`config.mk`:
```
export PLATFORM = sky130hd
export DESIGN_NAME = alu_serie
export DESIGN_NICKNAME = d
export VERILOG_FILES = /design/src/rtl/alu_serie_pkg.sv /design/src/rtl/alu_serie_cal.sv /design/src/rtl/alu_serie.sv
export SDC_FILE = /design/constraint.sdc
export NUM_CORES = 1
export LEC_CHECK = 0
export BUFFER_PORTS_ARGS = -buffer_cell sky130_fd_sc_hd__buf_2
export CAP_MARGIN = 10
export CORE_MARGIN = 2
export CORE_UTILIZATION = 56
export CTS_BUF_LIST = sky130_fd_sc_hd__clkbuf_8
export DETAILED_ROUTE_END_ITERATION = 12
export PLACE_DENSITY = 0.86
export SLEW_MARGIN = 20
export SYNTH_ARGS = -nofsm -noshare
export SYNTH_HDL_FRONTEND = slang
export SYNTH_SLANG_ARGS = --single-unit
```
`constraint.sdc`:
```
create_clock -name clk -period 1.9 [get_ports clk]
set_input_delay 0 -clock clk [delete_from_list [all_inputs] [get_ports clk]]
set_output_delay 0 -clock clk [all_outputs]
set_load 0.01 [all_outputs]
```
`src/rtl/alu_serie_pkg.sv`:
```
// Shared definitions for the bit-serial ALU: FSM states, default width,
// and the per-bit logic function used by the cell.
package alu_serie_pkg;

   localparam int DEFAULT_WIDTH = 8;

   typedef enum logic [1:0] {
      IDLE = 2'd0,
      RUN  = 2'd1,
      DONE = 2'd2
   } state_t;

   // Per-bit logic function selected by s: 00=AND, 01=OR, 10=XOR, 11=XNOR
   function automatic logic cal_logic(input logic a, input logic b, input logic [1:0] s);
      logic r;
      case (s)
         2'b00:   r = a & b;
         2'b01:   r = a | b;
         2'b10:   r = a ^ b;
         default: r = ~(a ^ b);
      endcase
      return r;
   endfunction

endpackage

```
`src/rtl/alu_serie_cal.sv`:
```
// One-bit arithmetic-logic cell: full adder when l=0, bitwise function when l=1.
// The carry output is always the full-adder carry so it can chain in either mode.
module alu_serie_cal
   import alu_serie_pkg::*;
(
   input  logic       a,
   input  logic       b,
   input  logic       c_in,
   input  logic       l,
   input  logic [1:0] s,
   output logic       out,
   output logic       c_out
);

   // Combinational cell function
   always_comb begin
      out   = l ? cal_logic(a, b, s) : (a ^ b ^ c_in);
      c_out = (a & b) | (c_in & (a ^ b));
   end

endmodule

```
`src/rtl/alu_serie.sv`:
```
// Bit-serial ALU: runs one cal cell for WIDTH cycles LSB first, carry fed back
// through a register, result shifted in from the top.
module alu_serie
   import alu_serie_pkg::*;
#(
   parameter int WIDTH = DEFAULT_WIDTH
) (
   input  logic             clk,
   input  logic             reset,
   input  logic             start,
   input  logic [WIDTH-1:0] a,
   input  logic [WIDTH-1:0] b,
   input  logic             l,
   input  logic [1:0]       s,
   input  logic             c_in,
   output logic [WIDTH-1:0] result,
   output logic             c_out,
   output logic             zero,
   output logic             busy,
   output logic             done
);

   localparam int CNT_W = (WIDTH > 2) ? $clog2(WIDTH) : 1;
   localparam logic [CNT_W-1:0] LAST = CNT_W'(WIDTH - 1);

   state_t           state;
   logic [WIDTH-1:0] sh_a;
   logic [WIDTH-1:0] sh_b;
   logic             l_reg;
   logic [1:0]       s_reg;
   logic             carry;
   logic [CNT_W-1:0] count;
   logic             cell_out;
   logic             cell_c_out;

   alu_serie_cal cal (
      .a     (sh_a[0]),
      .b     (sh_b[0]),
      .c_in  (carry),
      .l     (l_reg),
      .s     (s_reg),
      .out   (cell_out),
      .c_out (cell_c_out)
   );

   // Sequencer: latch on start, shift WIDTH bits, then publish flags with a done pulse.
   // done is registered while leaving DONE, so the pulse lands in IDLE; start is
   // refused during that pulse cycle so a request coincident with done is ignored.
   always_ff @(posedge clk) begin
      if (reset) begin
         state  <= IDLE;
         result <= '0;
         c_out  <= 1'b0;
         zero   <= 1'b0;
         busy   <= 1'b0;
         done   <= 1'b0;
         count  <= '0;
         carry  <= 1'b0;
         sh_a   <= '0;
         sh_b   <= '0;
         l_reg  <= 1'b0;
         s_reg  <= '0;
      end else begin
         done <= 1'b0;
         case (state)
            IDLE: begin
               if (start && !done) begin
                  sh_a   <= a;
                  sh_b   <= b;
                  l_reg  <= l;
                  s_reg  <= s;
                  carry  <= c_in;
                  count  <= '0;
                  result <= '0;
                  busy   <= 1'b1;
                  state  <= RUN;
               end
            end
            RUN: begin
               result <= {cell_out, result[WIDTH-1:1]};
               carry  <= cell_c_out;
               sh_a   <= sh_a >> 1;
               sh_b   <= sh_b >> 1;
               count  <= count + 1'b1;
               if (count == LAST) begin
                  busy  <= 1'b0;
                  state <= DONE;
               end
            end
            DONE: begin
               done  <= 1'b1;
               c_out <= l_reg ? 1'b0 : carry;
               zero  <= (result == '0);
               state <= IDLE;
            end
            default: state <= IDLE;
         endcase
      end
   end

endmodule

```
==> results of run 1 <==
## tightest hold or removal path, delay by kind of cell
family / cells / cell delay (ns)
AO/OA/AOI/OAI: 1 / 0.09
buffers and inverters: 1 / 0.10
AND/OR/NAND/NOR: 1 / 0.06
## worst paths after layout
kind | start | endpoint | slack [ns] | depth (start not counted)
setup / recovery | state[1] | sh_a[1] | 0.21 | 4
hold / removal | b[2] | sh_b[2] | 0.008 | 3
setup reg to reg | state[1] | sh_a[1] | 0.21 | 4
hold reg to reg | zero | zero | 0.46 | 2
## kinds of logic after synthesis
logic type	synth area share
adders and majority gates	0.0426
and+or+nand+nor	0.284
xor gates and xnor gates	0.00532
DFF	0.450
buffers and inverters	0.0631
AOI/OAI and AO/OA	0.155
## per-stage QoR
step	total power [uW]	cells	instance area, um^2	utilization
floorplan	1060	198	1650	-
global placement	1110	253	1820	0.653
detailed placement	1120	253	1820	0.653
CTS	1830	279	2110	0.760
global route	1920	279	2110	0.760
finish	1840	279	2110	0.760
## power breakdown
part	switching [uW]	total (uW)	internal [uW]	leakage [uW]
clock	272	694	423	0.0000626
combinational	155	283	128	0.000513
sequential	34.4	860	825	0.000304
## cell usage after synthesis
cell type / count
nand2_1: 47
dfxtp_1: 37
a21oi_1: 19
a311oi_1: 16
nor3_1: 15
nand3_1: 12
buf_2: 8
nor2_1: 6
clkbuf_1: 5
ha_1: 4
nand2b_1: 4
nor2b_1: 4
inv_1: 3
buf_6: 2
nand3b_1: 2
nor4_1: 2
a211oi_1: 1
buf_1: 1
buf_4: 1
fa_1: 1
nand2_4: 1
nor4b_2: 1
nor4bb_1: 1
o21a_1: 1
o21ai_0: 1
or3b_2: 1
or4b_1: 1
xor2_1: 1
## area by class of cell
class	count	area, um^2	share of cell area
multi-input cells	141	803	0.380
flip-flops and latches	37	741	0.351
repair buffers	59	403	0.191
clock buffers	6	82.6	0.0391
well taps	31	38.8	0.0184
clock inverters	2	33.8	0.0160
inverters	3	11.3	0.00533
## metal layers
layer | up-vias | part of all wire | track usage
met2 | 38 | 0.49 | 0.381
li1 | 791 | - | -
met4 | 0 | 0.021 | 0.103
met1 | 751 | 0.45 | 0.346
met5 | - | 0 | 0
met3 | 10 | 0.039 | 0.0580
## repair_timing
item	4_1_cts	5_1_grt
hold buffers	18	0
hold endpoints to repair	18	0
setup endpoints to repair	0	0
==> impl_metrics.env, run 1 <==
export IMPL_status="completed"
export IMPL_crit_buf_inv=1
export IMPL_drv_cap=0
export IMPL_worst_setup_path_end_kind="register"
export IMPL_path_clk_slew_ns=0.08
export IMPL_layout_drive_gt1_share=0.210
export IMPL_htreeDepth=2
export IMPL_netlist_cell_type_count=28
export IMPL_first_pass_iters=4
export IMPL_synth_largest_area_cell="dfxtp_1"
export IMPL_clk_path_buf_depth=2
export IMPL_gp_congestion=0.788
export IMPL_ant_nets=0
export IMPL_setup_ws_ns=0.210
export IMPL_most_common_layout_cells="47 x nand2_1, 37 x dfxtp_1, 34 x buf_2"
export IMPL_routed_wl_mm=3.94
export IMPL_critPathMaxStageDelay_ns=0.47
export IMPL_initial_core_util=0.592
export IMPL_arrival_ns=1.88
export IMPL_tns_ns=0
export IMPL_fillers=202
export IMPL_die_h_um=58.2
export IMPL_grt_pass1_vias=1396
export IMPL_synth_area_top_cells="dfxtp_1 45%, nand2_1 11%, a311oi_1 8.5%"
export IMPL_wl_per_cell_um=14.1
export IMPL_critPathTopFamily="simple AND/OR/NAND/NOR gates"
export IMPL_hold_viol=0
export IMPL_syn_area_um2=1650
export IMPL_reg_largest_list="result: 8 flops, sh_a: 8 flops, sh_b: 8 flops"
export IMPL_slew_headroom=0.548
export IMPL_whs_ns=0.00817
export IMPL_nets=275
export IMPL_path_cells="nand2b_1 -> buf_4 -> nand2_1 -> a311oi_1"
export IMPL_p_per_area_nw_per_um2=869
export IMPL_gr_total_overflow=0
export IMPL_synth_seq_cells=37
export IMPL_finalSetupViolCount=0
export IMPL_tightest_slew_ns=0.677
export IMPL_yosysTopAreaCellShare=0.450
export IMPL_hold_path_class="input pin to register"
export IMPL_power_leakage_uw=0.000879
export IMPL_final_common_cell="nand2_1"
export IMPL_crit_fanout=11
export IMPL_rsz0062_at_grt="no"
export IMPL_via_per_inst=5.70
export IMPL_root_buffer="clkbuf_8"
export IMPL_grt_use_total=0.252
export IMPL_yosysWarningCount=0
export IMPL_ys_seq_area_frac=0.450
export IMPL_rows=19
export IMPL_fmax_mhz=592
export IMPL_hpwlAfterDp_mm=2.29
export IMPL_antennaDiodeCount=0
export IMPL_syn_inst=198
export IMPL_min_period_ns=1.69
export IMPL_syn_area_per_cell_um2=8.31
export IMPL_clock_sinks=37
export IMPL_initialDrtViolationCount=61
export IMPL_numCtsBuffers=5
export IMPL_slowest_stage="dfxtp_1"
export IMPL_dr_total_vias=1590
export IMPL_maxSlewViolCount=0
export IMPL_die_x_um=58.2
export IMPL_insertion_delay_ns=0.29
export IMPL_worst_setup_path_start_kind="register"
export IMPL_critical_path_class="register to register"
export IMPL_coreArea_um2=2780
export IMPL_dieArea_um2=3390
export IMPL_post_cts_buffers=0
export IMPL_place_ws_ns=0.282
export IMPL_drc=0
export IMPL_io_pins=35
export IMPL_grt_pass1_wl_mm=6.53
export IMPL_cts_repair_resized=0
export IMPL_cts_tree="yes"
export IMPL_finalClockSkew_ns=0.00908
export IMPL_syn_to_final_growth_pct=28.4
export IMPL_antenna_found_initial=0
export IMPL_synth_nets=226
export IMPL_ir_worst_vdd_v=0.000829
export IMPL_grt_max_degree=38
export IMPL_critPathRequiredTime_ns=2.09
export IMPL_port_buffers=34
export IMPL_fin_crit_sh=0.889
No activity file was read; power rests on OpenSTA's default activity.
==> run 2, diff against run 1 <==
Settings changed: CORE_MARGIN 2 to 1.5.
==> run 2 against run 1 <==
First-iteration DRC count up 18%. Critical path type unchanged. Clock skew fell by 0.0073 ns. Critical path depth did not move. Sequential share of layout area is 0.34 points higher. Clock-buffer cell count fell by 1. Via count up 3.6%. Power down 8.4%. Register-to-register slack better by 0.08 ns. Sequential cell count did not move. Wire length grew 2.7%. Largest cell class unchanged. Non-clock buffer count up 1.
==> impl_metrics.env, run 2 (same netlist as run 1, synthesis figures left out) <==
export IMPL_status="completed"
export IMPL_arrival_ns=1.81
export IMPL_slew_headroom=0.563
export IMPL_ir_worst_vdd_v=0.000629
export IMPL_finalSetupViolCount=0
export IMPL_final_common_cell="nand2_1"
export IMPL_p_sw_frac=0.282
export IMPL_clk_path_buf_depth=2
export IMPL_r2r_start="state[1]"
export IMPL_rr_worst_depth=4
export IMPL_rsz0062_at_grt="no"
export IMPL_reg_largest_list="result: 8 flops, sh_a: 8 flops, sh_b: 8 flops"
export IMPL_dr_total_vias=1648
export IMPL_htreeDepth=2
export IMPL_timing_rr_end="sh_a[6]"
export IMPL_routed_wl_mm=4.05
export IMPL_path_cells="nand2b_1 -> buf_4 -> nand2_1 -> a311oi_1"
export IMPL_internal_power_uw=1210
export IMPL_r2r_setup_slack_ns=0.29
export IMPL_grt_pass1_wl_mm=6.73
export IMPL_drv_cap=0
export IMPL_critPathMaxStageDelay_ns=0.46
export IMPL_die_x_um=57.2
export IMPL_hpwlAfterDp_mm=2.41
export IMPL_worst_setup_path_start_kind="register"
export IMPL_p_per_area_nw_per_um2=804
export IMPL_hold_path_class="input pin to register"
export IMPL_port_buffers=34
export IMPL_pwr_share_clk=0.319
export IMPL_crit_path_end="sh_a[6]"
export IMPL_coreArea_um2=2780
export IMPL_tns_ns=0
export IMPL_most_common_layout_cells="47 x nand2_1, 37 x dfxtp_1, 34 x buf_2"
export IMPL_numCtsBuffers=5
export IMPL_antennaDiodeCount=0
export IMPL_die_h_um=57.2
export IMPL_slowest_stage="dfxtp_1"
export IMPL_combPwrFrac=0.169
export IMPL_crit_fanout=10
export IMPL_crit_start="state[1]"
export IMPL_cts_tree="yes"
export IMPL_grt_use_total=0.264
export IMPL_critical_path_class="register to register"
export IMPL_fin_area_um2=2090
export IMPL_dpl_cell_area_um2=1820
export IMPL_hold_viol=0
export IMPL_first_pass_iters=4
export IMPL_initial_core_util=0.592
export IMPL_nets=276
export IMPL_critPathTopFamily="simple AND/OR/NAND/NOR gates"
export IMPL_io_pins=35
export IMPL_power_leakage_uw=0.000865
export IMPL_initialDrtViolationCount=72
export IMPL_grt_pass1_vias=1579
export IMPL_via_per_inst=5.89
export IMPL_min_period_ns=1.61
export IMPL_cp_depth=4
export IMPL_clock_sinks=37
export IMPL_finalClockSkew_ns=0.00176
export IMPL_fin_crit_sh=0.850
export IMPL_critPathRequiredTime_ns=2.09
export IMPL_gr_total_overflow=0
export IMPL_worst_setup_path_end_kind="register"
export IMPL_dieArea_um2=3270
export IMPL_gp_congestion=0.741
export IMPL_post_cts_buffers=0
export IMPL_path_clk_slew_ns=0.07
export IMPL_crit_buf_inv=1
export IMPL_tightest_slew_ns=0.656
export IMPL_layout_drive_gt1_share=0.213
export IMPL_syn_to_final_growth_pct=27.2
export IMPL_antenna_found_initial=0
export IMPL_rows=19
export IMPL_insertion_delay_ns=0.29
export IMPL_fmax_mhz=619
export IMPL_ant_nets=0
export IMPL_drc=0
export IMPL_maxSlewViolCount=0
export IMPL_pwr_share_seq=0.512
export IMPL_root_buffer="clkbuf_8"
export IMPL_grt_max_degree=38
export IMPL_wl_per_cell_um=14.5
export IMPL_power_switching_uw=474
run 2: worst min path at each step:
stage | slack [ns] | end | from | cells past startpoint
floorplan | 0.14 | s_reg[1] | s[1] | 2
global placement | 0.24 | s_reg[1] | s[1] | 3
detailed placement | 0.25 | s_reg[1] | s[1] | 3
CTS | 0.01 | sh_a[6] | a[6] | 3
global route | 0.03 | sh_a[6] | a[6] | 3
finish | 0.03 | sh_a[6] | a[6] | 3
run 2: worst reg2reg max path: stages (launching register included):
cell      delay [ns]
dfxtp_1         0.46
nand2b_1        0.43
buf_4           0.27
nand2_1         0.08
a311oi_1        0.29
run 2: power groups by stage:
stage                     clock (uW)  sequential (uW)  combinational (uW)
after floorplan                    0              869                 187
after global placement             0              874                 241
after detailed placement           0              876                 246
after CTS                        539              859                 277
after global routing             571              865                 317
final                            536              861                 285
run 2: routing by layer:
layer | routed length, um | up-vias | global-route usage
li1 | - | 795 | -
met1 | 1620 | 763 | 0.310
met2 | 2030 | 75 | 0.452
met3 | 268 | 15 | 0.0567
met4 | 132 | 0 | 0.140
met5 | 0 | - | 0
run 2: final cells by class:
class / count / area (um^2)
multi-input cells: 141 / 803
flip-flops and latches: 37 / 741
fillers: 209 / 688
repair buffers: 60 / 413
clock buffers: 5 / 68.8
well taps: 31 / 38.8
clock inverters: 3 / 17.5
inverters: 3 / 11.3
run 2: timing repair:
item / in CTS / in global routing
hold buffers: 19 / 0
hold endpoints to repair: 19 / 0
gates resized for setup: 0 / 0
run 2: metrics by stage:
step / setup WS, ns / instances / total power, uW / hold WS, ns / util
4_1_cts: 0.307 / 280 / 1670 / 0.00990 / 0.753
6_report: 0.285 / 280 / 1680 / 0.0274 / 0.753
2_1_floorplan: 0.480 / 198 / 1060 / 0.136 / -
3_3_place_gp: 0.393 / 253 / 1110 / 0.245 / 0.653
5_1_grt: 0.211 / 280 / 1750 / 0.0254 / 0.753
3_5_place_dp: 0.311 / 253 / 1120 / 0.250 / 0.653
==> run 3, diff against run 2 <==
Clock period 1.9 ns to 1.6 ns, I/O delays scaled along.
==> run 3 against run 2 <==
Clock-buffer cell count is 1 higher. Utilization rose by 3.6 points. Global-route usage shrank 0.19 points. Final cell count is 1.8% higher. Critical path depth is the same. Power is 32% higher. Worst setup slack got worse by 0.27 ns. Sequential cell count stayed put. Critical path type unchanged.
==> impl_metrics.env, run 3 (same netlist as run 1, synthesis figures left out) <==
export IMPL_status="completed"
export IMPL_power_leakage_uw=0.000914
export IMPL_seq_area_um2=741
export IMPL_fin_area_um2=2190
export IMPL_fillers=175
export IMPL_gr_total_overflow=0
export IMPL_finalSetupViolCount=0
export IMPL_routed_wl_mm=4.00
export IMPL_ir_worst_vdd_v=0.00133
export IMPL_syn_to_final_growth_pct=33.3
export IMPL_final_common_cell="nand2_1"
export IMPL_dieArea_um2=3270
export IMPL_most_common_layout_cells="47 x nand2_1, 37 x dfxtp_1, 34 x buf_2"
export IMPL_port_buffers=34
export IMPL_initialDrtViolationCount=66
export IMPL_tns_ns=0
export IMPL_layout_drive_gt1_share=0.228
export IMPL_antennaDiodeCount=0
export IMPL_utilization=0.789
export IMPL_die_x_um=57.2
export IMPL_grt_max_degree=38
export IMPL_fin_crit_sh=0.990
export IMPL_cts_tree="yes"
export IMPL_hold_path_class="input pin to register"
export IMPL_wl_per_cell_um=14.0
export IMPL_clock_sinks=37
export IMPL_hold_viol=0
export IMPL_initial_core_util=0.592
export IMPL_slew_headroom=0.571
export IMPL_htreeDepth=2
export IMPL_arrival_ns=1.74
export IMPL_path_clk_slew_ns=0.07
export IMPL_rsz0062_at_grt="yes"
export IMPL_p_per_area_nw_per_um2=1010
export IMPL_critPathRequiredTime_ns=1.75
export IMPL_setup_ws_ns=0.0155
export IMPL_insertion_delay_ns=0.30
export IMPL_reg_largest_list="result: 8 flops, sh_a: 8 flops, sh_b: 8 flops"
export IMPL_drc=0
export IMPL_power_uw=2220
export IMPL_path_cells="or4b_1 -> buf_4 -> nand3_1 -> a21oi_1"
export IMPL_finalClockSkew_ns=0.00513
export IMPL_crit_fanout=7
export IMPL_critical_path_class="register to register"
export IMPL_drv_cap=0
export IMPL_multi_input_area_um2=803
export IMPL_nets=281
export IMPL_slowest_stage="or4b_1"
export IMPL_place_ws_ns=0.0925
export IMPL_min_path_cells=3
export IMPL_hpwlAfterDp_mm=2.45
export IMPL_dr_total_vias=1610
export IMPL_worst_setup_path_start_kind="register"
export IMPL_root_buffer="clkbuf_8"
export IMPL_worst_setup_path_end_kind="register"
export IMPL_rows=19
export IMPL_grt_use_total=0.262
export IMPL_numCtsBuffers=5
export IMPL_maxSlewViolCount=0
export IMPL_clk_path_buf_depth=2
export IMPL_min_period_ns=1.58
export IMPL_fmax_mhz=631
export IMPL_ant_nets=0
export IMPL_gp_congestion=0.773
export IMPL_antenna_found_initial=0
export IMPL_rr_worst_depth=4
export IMPL_tightest_slew_ns=0.643
export IMPL_die_h_um=57.2
export IMPL_coreArea_um2=2780
export IMPL_via_per_inst=5.65
export IMPL_critPathMaxStageDelay_ns=0.69
export IMPL_io_pins=35
export IMPL_first_pass_iters=4
export IMPL_grt_pass1_wl_mm=6.52
export IMPL_dpl_cell_area_um2=1870
export IMPL_grt_pass1_vias=1550
## run 3: changes by cell type in the layout (fill, tap and decap cells not counted), sizes merged
cell,previous run,this run
clkbuf,5,6
bufinv,0,1
clkinv,2,0
buf,41,46
## run 3: final timing paths
kind,from,end,slack [ns]
max,state[0],result[0],0.02
min,c_in,carry,0.01
max reg2reg,state[0],result[0],0.02
min reg2reg,zero,zero,0.46
## run 3: critical path: cells and delay by family, from the launching register on
| kind | cells | cell delay (ns) |
|---|---|---|
| compound gates | 1 | 0.09 |
| buf+inv | 1 | 0.23 |
| flops | 1 | 0.33 |
| simple gates | 2 | 0.80 |
## run 3: timing repair
item / CTS / global route
resized for setup: 0 / 1
buffers inserted: 0 / 1
hold buffers: 19 / 0
endpoints found under the setup margin: 0 / 10
endpoints found under the hold margin: 19 / 0
## run 3: through the flow
stage,std cells,hold WS [ns]
floorplan,198,0.136
global placement,257,0.244
detailed placement,257,0.247
CTS,284,0.00902
global route,285,0.0458
finish,285,0.0126
## run 3: area by class of cell
type	count	share of cell area
Clock buffer	6	0.0376
Clock inverter	2	0.0171
Inverter	3	0.00513
Multi-Input combinational cell	141	0.366
Sequential cell	37	0.338
Tap cell	31	0.0177
Timing Repair Buffer	65	0.218
## run 3: power breakdown
part | switching (uW) | total [uW] | leakage, uW | internal [uW]
registers | 38.8 | 1020 | 0.000304 | 980
clock network | 337 | 843 | 0.0000574 | 506
logic | 187 | 360 | 0.000553 | 173
## run 3: routing by layer
layer | vias to the layer above | global-route usage | wire [um]
li1 | 805 | - | -
met1 | 739 | 0.294 | 1630
met2 | 53 | 0.447 | 1980
met3 | 13 | 0.0703 | 251
met4 | 0 | 0.153 | 131
met5 | - | 0 | 0
